[src/rtl/debounce_multi.sv]
// N-channel key debouncer: 2-FF sync, shared tick prescaler, level plus press/release strobes; optional auto-repeat via DEBOUNCE_REPEAT_EN.
// Latency: 2 clk sync + wait to next tick + (STABLE-1)*2^DIV clk + 1 clk registered output.
// Backpressure: none; strobes are one-cycle pulses that cannot be stalled.
module debounce_multi #(
    parameter int N            = 4,
    parameter int DIV          = 16,
    parameter int STABLE       = 3,
    parameter int ACTIVE_LOW   = 1,
    parameter int REPEAT_DELAY = 32,
    parameter int REPEAT_RATE  = 8
) (
    input  logic         clk,
    input  logic         rst_n,
    input  logic [N-1:0] key,
    output logic [N-1:0] level,
    output logic [N-1:0] pos,
    output logic [N-1:0] neg,
    output logic         tick
);

    localparam int CW = $clog2(STABLE + 1);

    // Degenerate configurations leave an empty marker block in the elaborated hierarchy.
    if (N < 1 || DIV < 1 || STABLE < 1 || REPEAT_DELAY < 1 || REPEAT_RATE < 1) begin : g_bad_param
    end

    logic [DIV-1:0] pre;
    logic [N-1:0]   s;
    logic [N-1:0]   sync1;
    logic [N-1:0]   samp;

    assign s = (ACTIVE_LOW != 0) ? ~key : key;

    always_ff @(posedge clk or negedge rst_n) begin
        if (!rst_n) begin
            pre   <= '0;
            tick  <= 1'b0;
            sync1 <= '0;
            samp  <= '0;
        end else begin
            pre   <= pre + 1'b1;
            tick  <= &pre;
            sync1 <= s;
            samp  <= sync1;
        end
    end

    for (genvar i = 0; i < N; i++) begin : g_ch
        logic [CW-1:0] cnt;
        logic          lvl_q;
        logic          pos_q;
        logic          neg_q;
        logic          differ;
        logic          commit;
        logic          rpt_fire;

        assign differ = samp[i] != lvl_q;
        assign commit = tick && differ && (cnt == CW'(STABLE - 1));

        always_ff @(posedge clk or negedge rst_n) begin
            if (!rst_n) begin
                cnt   <= '0;
                lvl_q <= 1'b0;
            end else if (tick) begin
                if (!differ) begin
                    cnt <= '0;
                end else if (commit) begin
                    lvl_q <= samp[i];
                    cnt   <= '0;
                end else begin
                    cnt <= cnt + 1'b1;
                end
            end
        end

`ifdef DEBOUNCE_REPEAT_EN
        localparam int RMAX = (REPEAT_DELAY > REPEAT_RATE) ? REPEAT_DELAY : REPEAT_RATE;
        localparam int RW   = $clog2(RMAX + 1);

        logic [RW-1:0] rcnt;
        logic          rrun;

        // First repeat waits REPEAT_DELAY ticks, later ones REPEAT_RATE ticks.
        assign rpt_fire = tick && lvl_q && !commit &&
                          ((int'(rcnt) + 1) == (rrun ? REPEAT_RATE : REPEAT_DELAY));

        always_ff @(posedge clk or negedge rst_n) begin
            if (!rst_n) begin
                rcnt <= '0;
                rrun <= 1'b0;
            end else if (commit) begin
                rcnt <= '0;
                rrun <= 1'b0;
            end else if (tick && lvl_q) begin
                if (rpt_fire) begin
                    rcnt <= '0;
                    rrun <= 1'b1;
                end else begin
                    rcnt <= rcnt + 1'b1;
                end
            end
        end
`else
        assign rpt_fire = 1'b0;
`endif

        always_ff @(posedge clk or negedge rst_n) begin
            if (!rst_n) begin
                pos_q <= 1'b0;
                neg_q <= 1'b0;
            end else begin
                pos_q <= (commit && samp[i]) || rpt_fire;
                neg_q <= commit && !samp[i];
            end
        end

        assign level[i] = lvl_q;
        assign pos[i]   = pos_q;
        assign neg[i]   = neg_q;
    end

endmodule

[config.mk]
export PLATFORM = sky130hd
export DESIGN_NAME = debounce_multi
export DESIGN_NICKNAME = d
export VERILOG_FILES = /design/src/rtl/debounce_multi.sv
export SDC_FILE = /design/constraint.sdc
export NUM_CORES = 1
export LEC_CHECK = 0
export CAP_MARGIN = 20
export CORE_ASPECT_RATIO = 1.25
export CORE_MARGIN = 4
export CORE_UTILIZATION = 55
export CTS_CLUSTER_DIAMETER = 30
export DETAILED_ROUTE_END_ITERATION = 6
export GPL_TIMING_DRIVEN = 0
export PLACE_DENSITY = 0.75
export SLEW_MARGIN = 5
export SYNTH_ARGS = -nofsm -noshare
export SYNTH_HDL_FRONTEND = slang
export SYNTH_SLANG_ARGS = --single-unit
export TNS_END_PERCENT = 50
[constraint.sdc]
create_clock -name clk -period 1.85 [get_ports clk]
set_clock_uncertainty 0.1 [all_clocks]
set_input_delay 0.185 -clock clk [delete_from_list [all_inputs] [get_ports clk]]
set_output_delay 0.185 -clock clk [all_outputs]
set_load 0.01 [all_outputs]
# == After elaboration in Yosys (flattened, before gate mapping) ==
# Index checks and enable logic that the tools add are counted.
# classes
n_eq_ne,8
n_reduce_logical,25
n_mux,8
addsub,5
n_bitwise,1
# ops
operator,n
$add A16 B1 Y16 const B,1
$logic_and A1 B1 Y1,16
$mux W2,8
$reduce_and A16 Y1,1
$reduce_and A3 Y1,4
$add A2 B1 Y2 const B,4
$eq A2 B2 Y1 const B,4
$logic_not A1 Y1,4
$ne A1 B1 Y1,4
$not A4 Y4,1
# word_totals
ff_bits,45
in_bits,6

# == Longest topological paths before layout ==
# Gate-level depths: netlist (run 1).
# depth
ltp_word,5
mapped_depth,4

# == Least setup slack after synthesis (run 1) ==
# Ideal clock, no wire load.
# synth_timing
kind,reg-to-reg
startpoint,reg tick
endpoint,reg g_ch[0].cnt[0]
stages_incl_launch_ff,4
path_slack_ps,474
t_arrival_ps,1151
path_buffers,2
cell_sequence,dfrtp_1 > buf_2 > clkbuf_1 > mux2_2
# synth_between
elab_chain_len,4
# synth_lines
element,line,source
"start, declared",18,output logic tick
"start signal, assigned",42,tick <= &pre;
$logic_and A1 B1 Y1 (2 in series),58,assign commit = tick && differ && (cnt == CW'(STABLE - 1));
$mux W2,67,end else if (commit) begin
$mux W2,65,if (!differ) begin
"end signal, assigned",71,cnt <= cnt + 1'b1;
"end, declared",49,logic [CW-1:0] cnt;
# Parallel ways exist; a longest one is shown, timed or not.
# A chain may end at the register's enable or synchronous reset.

# == Worst setup path after layout (run 1) ==
# layout_timing
startpoint,reg g_ch[2].lvl_q
endpoint,out level[2]
# layout_lines
element,line,source
"start, declared",50,logic lvl_q;
"start signal, assigned",68,lvl_q <= samp[i];
"end, declared",15,"output logic [N-1:0] level,"
# No word-level cell between the ends.

==> out/results.ini, run 1 <==
[finish]
drive_above_1_share_pct=19.66
fillers=246
final_cell_mix=dfrtp_1, clkdlybuf4s50_1, inv_1, buf_4, nor2_1
fin_util_pct=68.78
final_common_cell=dfrtp_1
area_growth_pct=20.11
fin_nets=184
antennaDiodeCount=0

[timing]
slew_headroom_pct=71.55
rsz0062_at_grt=false
report.final.hold_viol_count=0
worst_pin_slew_ns=0.4268
finalSetupViolations=0
final-max-slew-violation-count=0
min_period_ns=1.632
timing.fmax_ghz=0.6128
fin_crit_sh_pct=88.21

[power]
leakage_nw=1.075
power_density_nw_per_um2=812.3
power.total_mw=1.785
ir_worst_vdd_v=0.0009450

[logic_synthesis]
async_reset_ff_share_pct=100.0
synthesis.nets=157
synth.avg_cell_area_um2=12.20
yosysTopAreaCell=dfrtp_1
synth.area.top_cells=dfrtp_1, buf_4, mux2_2
synth_edf_count=0
yosysSeqAreaShare_pct=61.56
ys_warn_count=0
yosys_most_used_dff=dfrtp_1
synthCells=150
synthDistinctLibCells=29
synth_top_area_share_pct=61.56
synthesis.area_um2=1829
synth-seq-cells=45

[die]
rows=23
num_io_pins=19
die-area_um2=4318
initial_core_util_pct=57.27
die_h_um=72.48
core_um2=3194
die_w_um=59.58

[placed_design]
gp_congestion=0.7644
port-buffer-count=18
detailed_place_hpwl_um=1953

[critical_path]
crit_path_max_fanout=5
crit_path_end_kind=output pin
arrival_ns=1.35
startpoint_type=flop
crit_type=flop to output pin
required_ns=1.56

[global_routing]
first_global_vias=1116
gr-total-overflow=0
track_usage_pct=14.30
top_usage_layer=met2
grt.met3_usage_pct=5.338
use_met2_pct=24.91
grt_pass1_wl_um=4547
grt_max_degree=28
grt_antenna_before_repair=0
grt.met1_usage_pct=14.66

[cts]
max-clock-path-buffers=2
cts_tree=built
clock_latency_ns=0.29
postCtsResizedCells=0
cts_made_buffers=5
cts_root_buf=clkbuf_8
cts.sinks=45
cts_max_level=2
clk_pin_slew_ns=0.08

[routing]
avgRoutedWirePerCell_um=12.32
antenna_left=0
drt_wl_total_um=2648
vias=1084
avgViaCountPerCell=5.042
drt-initial-drc-count=20
drc=0
first_pass_iters=4

[outcome]
status=finished, final reports clean

[min_path]
hold_class=flop to flop

[flow_run]
drv_cap=0

-- metal layers --
metal | part of all wire (%) | vias to the layer above
li1 | - | 523
met1 | 39 | 536
met2 | 54 | 20
met3 | 4.3 | 5
met4 | 2.1 | 0
met5 | 0 | -
-- worst max-delay path, stage by stage, from the launching register on --
cell and delay [ns]:
dfrtp_1 0.41, buf_4 0.13, clkdlybuf4s50_1 0.52
-- synth_stat cells, types with 2 or more instances --
library cell	n
nor2_1	9
nor2b_1	3
a21oi_1	3
nand3_1	7
xnor2_1	6
mux2_2	7
inv_1	12
and3_4	2
nor3_1	3
nand4_1	3
nand3b_1	3
o21ai_0	3
nor3b_1	2
nand2b_1	6
nand2_1	5
xor2_1	8
dfrtp_1	45
buf_4	12
-- through the flow --
| stage | instances | setup slack [ns] | TNS, ns | hold WS (ns) | instance area, µm² |
|---|---|---|---|---|---|
| global placement | 205 | -0.5788 | -26.00 | 0.2329 | 2056 |
| CTS | 215 | 0.1980 | 0 | 0.2422 | 2197 |
| detailed placement | 206 | 0.3435 | 0 | 0.05081 | 2071 |
| floorplan | 150 | 0.4739 | 0 | -0.2106 | 1829 |
| finish | 215 | 0.2180 | 0 | 0.2413 | 2197 |
| global route | 215 | 0.1559 | 0 | 0.2491 | 2197 |
-- power breakdown --
group	switching (mW)	total [mW]	internal, mW
clock	0.305	0.745	0.440
combinational	0.0247	0.0440	0.0193
sequential	0.00439	0.996	0.992
-- registers in the layout, summed over array words and instances (netlist names) --
| signal | flops |
|---|---|
| g_ch.cnt | 8 |
| g_ch.lvl_q | 4 |
| g_ch.neg_q | 4 |
| g_ch.pos_q | 4 |
| pre | 16 |
| samp | 4 |
| sync1 | 4 |
| tick | 1 |
-- kinds of logic after synthesis --
family	count (synthesis)	share of synthesized area, %
AO/OA/AOI/OAI	7	1.983
XOR/XNOR	15	7.593
adder cells (fa/ha/maj)	1	0.6839
buffers and inverters	26	7.865
flip-flops	45	61.56
multiplexers	8	4.857
AND/OR/NAND/NOR	48	15.46
-- cell type report --
cell class / count / area [µm²] / share of cell area (%)
flip-flops and latches: 45 / 1126 / 51.25
multi-input cells: 79 / 559.3 / 25.46
repair buffers: 20 / 205.2 / 9.339
plain buffers: 14 / 98.84 / 4.499
clock buffers: 7 / 86.33 / 3.929
well taps: 37 / 46.29 / 2.107
inverters: 12 / 45.04 / 2.050
clock inverters: 1 / 30.03 / 1.367
-- final timing paths --
check                         startpoint             end  slack (ns)  cells past startpoint
min in group asynchronous          rst_n   g_ch[3].neg_q        0.25                      2
max                        g_ch[2].lvl_q        level[2]        0.22                      2
min                             sync1[3]         samp[3]        0.24                      0
min reg2reg                     sync1[3]         samp[3]        0.24                      0
max reg2reg                         tick  g_ch[0].cnt[0]        0.36                      3
max in group asynchronous          rst_n        sync1[3]        0.92                      3
-- what timing repair did --
action,in CTS,in global routing
hold endpoints to repair,18,0
setup buffers,0,0
hold buffers,1,0
Note: power is estimated with default switching activity, not from simulation.
==> inputs of run 2 (changes only) <==
CORE_UTILIZATION = 59   (was 55)
PLACE_DENSITY = 0.79   (was 0.75)
clock period = 1.95 ns   (was 1.85 ns; I/O delays follow)
==> out/results.ini, run 2 (same netlist as run 1, synthesis figures left out) <==
[flow_run]
drv_cap=0  ; unchanged

[finish]
final_common_cell=dfrtp_1
final_cell_mix=dfrtp_1, clkdlybuf4s50_1, inv_1, buf_4, nor2_1
drive_above_1_share_pct=19.10  ; -0.56 points
antennaDiodeCount=0  ; unchanged
largest_register_ffs=16  ; unchanged
final_cells=214  ; -0.47%
fin_util_pct=72.39  ; +3.6 points
fillers=214  ; -13%
top_register=pre
reg_top3=pre: 16 flops, g_ch.cnt: 8 flops
area_growth_pct=16.55
fin_nets=184  ; unchanged

[cts]
post_cts_buffers=0  ; unchanged
cts.sinks=45  ; unchanged
cts_hold_buf=1  ; unchanged
max-clock-path-buffers=2  ; unchanged
cts_root_buf=clkbuf_4
clk_pin_slew_ns=0.12  ; +0.04 ns
cts_max_level=2  ; unchanged
cts_tree=built
cts_made_buffers=5  ; unchanged
clock_latency_ns=0.35  ; +0.06 ns
postCtsResizedCells=0  ; unchanged

[global_routing]
gr-total-overflow=0  ; unchanged
grt.met1_usage_pct=17.27  ; +2.6 points
grt_max_degree=30  ; +7.1%
top_usage_layer=met2
first_global_vias=1085  ; -2.8%
grt_antenna_before_repair=0  ; unchanged
grt_pass1_wl_um=4623  ; +1.7%
grt.met3_usage_pct=3.882  ; -1.5 points
track_usage_pct=15.15  ; +0.86 points
use_met2_pct=24.87  ; -0.034 points

[timing]
timing.fmax_ghz=0.5832
setup_ws_ns=0.2353  ; +0.01726 ns
slew_headroom_pct=72.62  ; +1.1 points
worst_pin_slew_ns=0.4107  ; -0.01603 ns
fin_crit_sh_pct=87.93
rsz0062_at_grt=false
report.final.hold_viol_count=0  ; unchanged
min_period_ns=1.715
tns_ns=0  ; unchanged
finalSetupViolations=0  ; unchanged
final-max-slew-violation-count=0  ; unchanged

[routing]
drt_wl_total_um=2515  ; -5.0%
avgViaCountPerCell=5.000  ; -0.83%
drt-initial-drc-count=9  ; -55%
drc=0  ; unchanged
antenna_left=0  ; unchanged
vias=1070  ; -1.3%
first_pass_iters=2  ; -2
avgRoutedWirePerCell_um=11.75  ; -4.6%

[die]
num_io_pins=19  ; unchanged
die_h_um=70.26  ; -3.1%
core_um2=2945  ; -7.8%
die-area_um2=4061  ; -6.0%
die_w_um=57.81  ; -3.0%
initial_core_util_pct=62.11  ; +4.8 points
rows=22  ; -4.3%

[power]
ir_worst_vdd_v=0.0005526  ; -42%
power.total_mw=1.398  ; -22%
leakage_nw=1.042  ; -3.1%
power_density_nw_per_um2=655.9  ; -19%

[critical_path]
r2r_setup_slack_ns=0.47  ; +0.11 ns
crit_path_max_fanout=5  ; unchanged
crit_type=flop to output pin
required_ns=1.65  ; +0.09 ns
worstRegToRegCells=3  ; unchanged
arrival_ns=1.42  ; +0.07 ns
startpoint_type=flop
crit_path_end_kind=output pin
timing.rr.start=tick
reg2reg_to=g_ch[0].cnt[0]

[placed_design]
detailed_place_hpwl_um=1881  ; -3.7%
gp_congestion=0.7318  ; -4.3%
port-buffer-count=18  ; unchanged
place_inst=205  ; -0.49%
pre_cts_ws_ns=0.4722  ; +0.1287 ns

[min_path]
hold_class=input port to asynchronous set/reset pin

[outcome]
status=finished, final reports clean

run 2: worst max-delay path, cell delays in order, from the launching register on:
cell and delay (ns):
dfrtp_1 0.42, buf_4 0.13, clkdlybuf4s50_1 0.52
run 2: stage by stage:
step,hold WS (ns),instance area [µm²]
after CTS,0.1736,2132
after global placement,0.2333,2054
final,0.1850,2132
after global routing,0.1671,2132
after detailed placement,0.04342,2069
after floorplan,-0.2006,1829
run 2: area by class of cell:
type / count / area [µm²] / area share [%]
Multi-Input combinational cell: 79 / 559.3 / 26.23
Timing Repair Buffer: 20 / 205.2 / 9.624
Inverter: 12 / 45.04 / 2.113
Buffer: 14 / 98.84 / 4.636
Clock buffer: 7 / 45.04 / 2.113
Clock inverter: 1 / 7.507 / 0.3521
Sequential cell: 45 / 1126 / 52.82
Tap cell: 36 / 45.04 / 2.113
run 2: routing by layer:
layer  vias to the layer above  wire [µm]
met5                         -          0
met4                         0         56
met3                         5        117
met2                        16       1305
met1                       517       1036
li1                        532          -
run 2: how the worst max path moves through the flow:
stage / startpoint / to / slack, ns / cells after the start
after floorplan: tick / g_ch[0].cnt[0] / 0.57 / 3
after global placement: rst_n / pre[13] / -0.47 / 1
after detailed placement: tick / g_ch[0].cnt[0] / 0.47 / 3
after CTS: g_ch[2].lvl_q / level[2] / 0.22 / 2
after global routing: g_ch[2].lvl_q / level[2] / 0.16 / 2
final: g_ch[2].lvl_q / level[2] / 0.24 / 2
run 2: power by group:
part	leakage, nW	internal [mW]	switching, mW
registers	0.596	0.941	0.00422
logic	0.420	0.0183	0.0241
clock network	0.0255	0.143	0.268
total	1.04	1.10	0.297
==> inputs of run 3 (changes only) <==
CTS_CLUSTER_DIAMETER = 50   (was 30)
GPL_ROUTABILITY_DRIVEN = 1   (was not set)
==> results of run 3 <==
The final DEF is identical to that of run 2; final timing and power are the same.
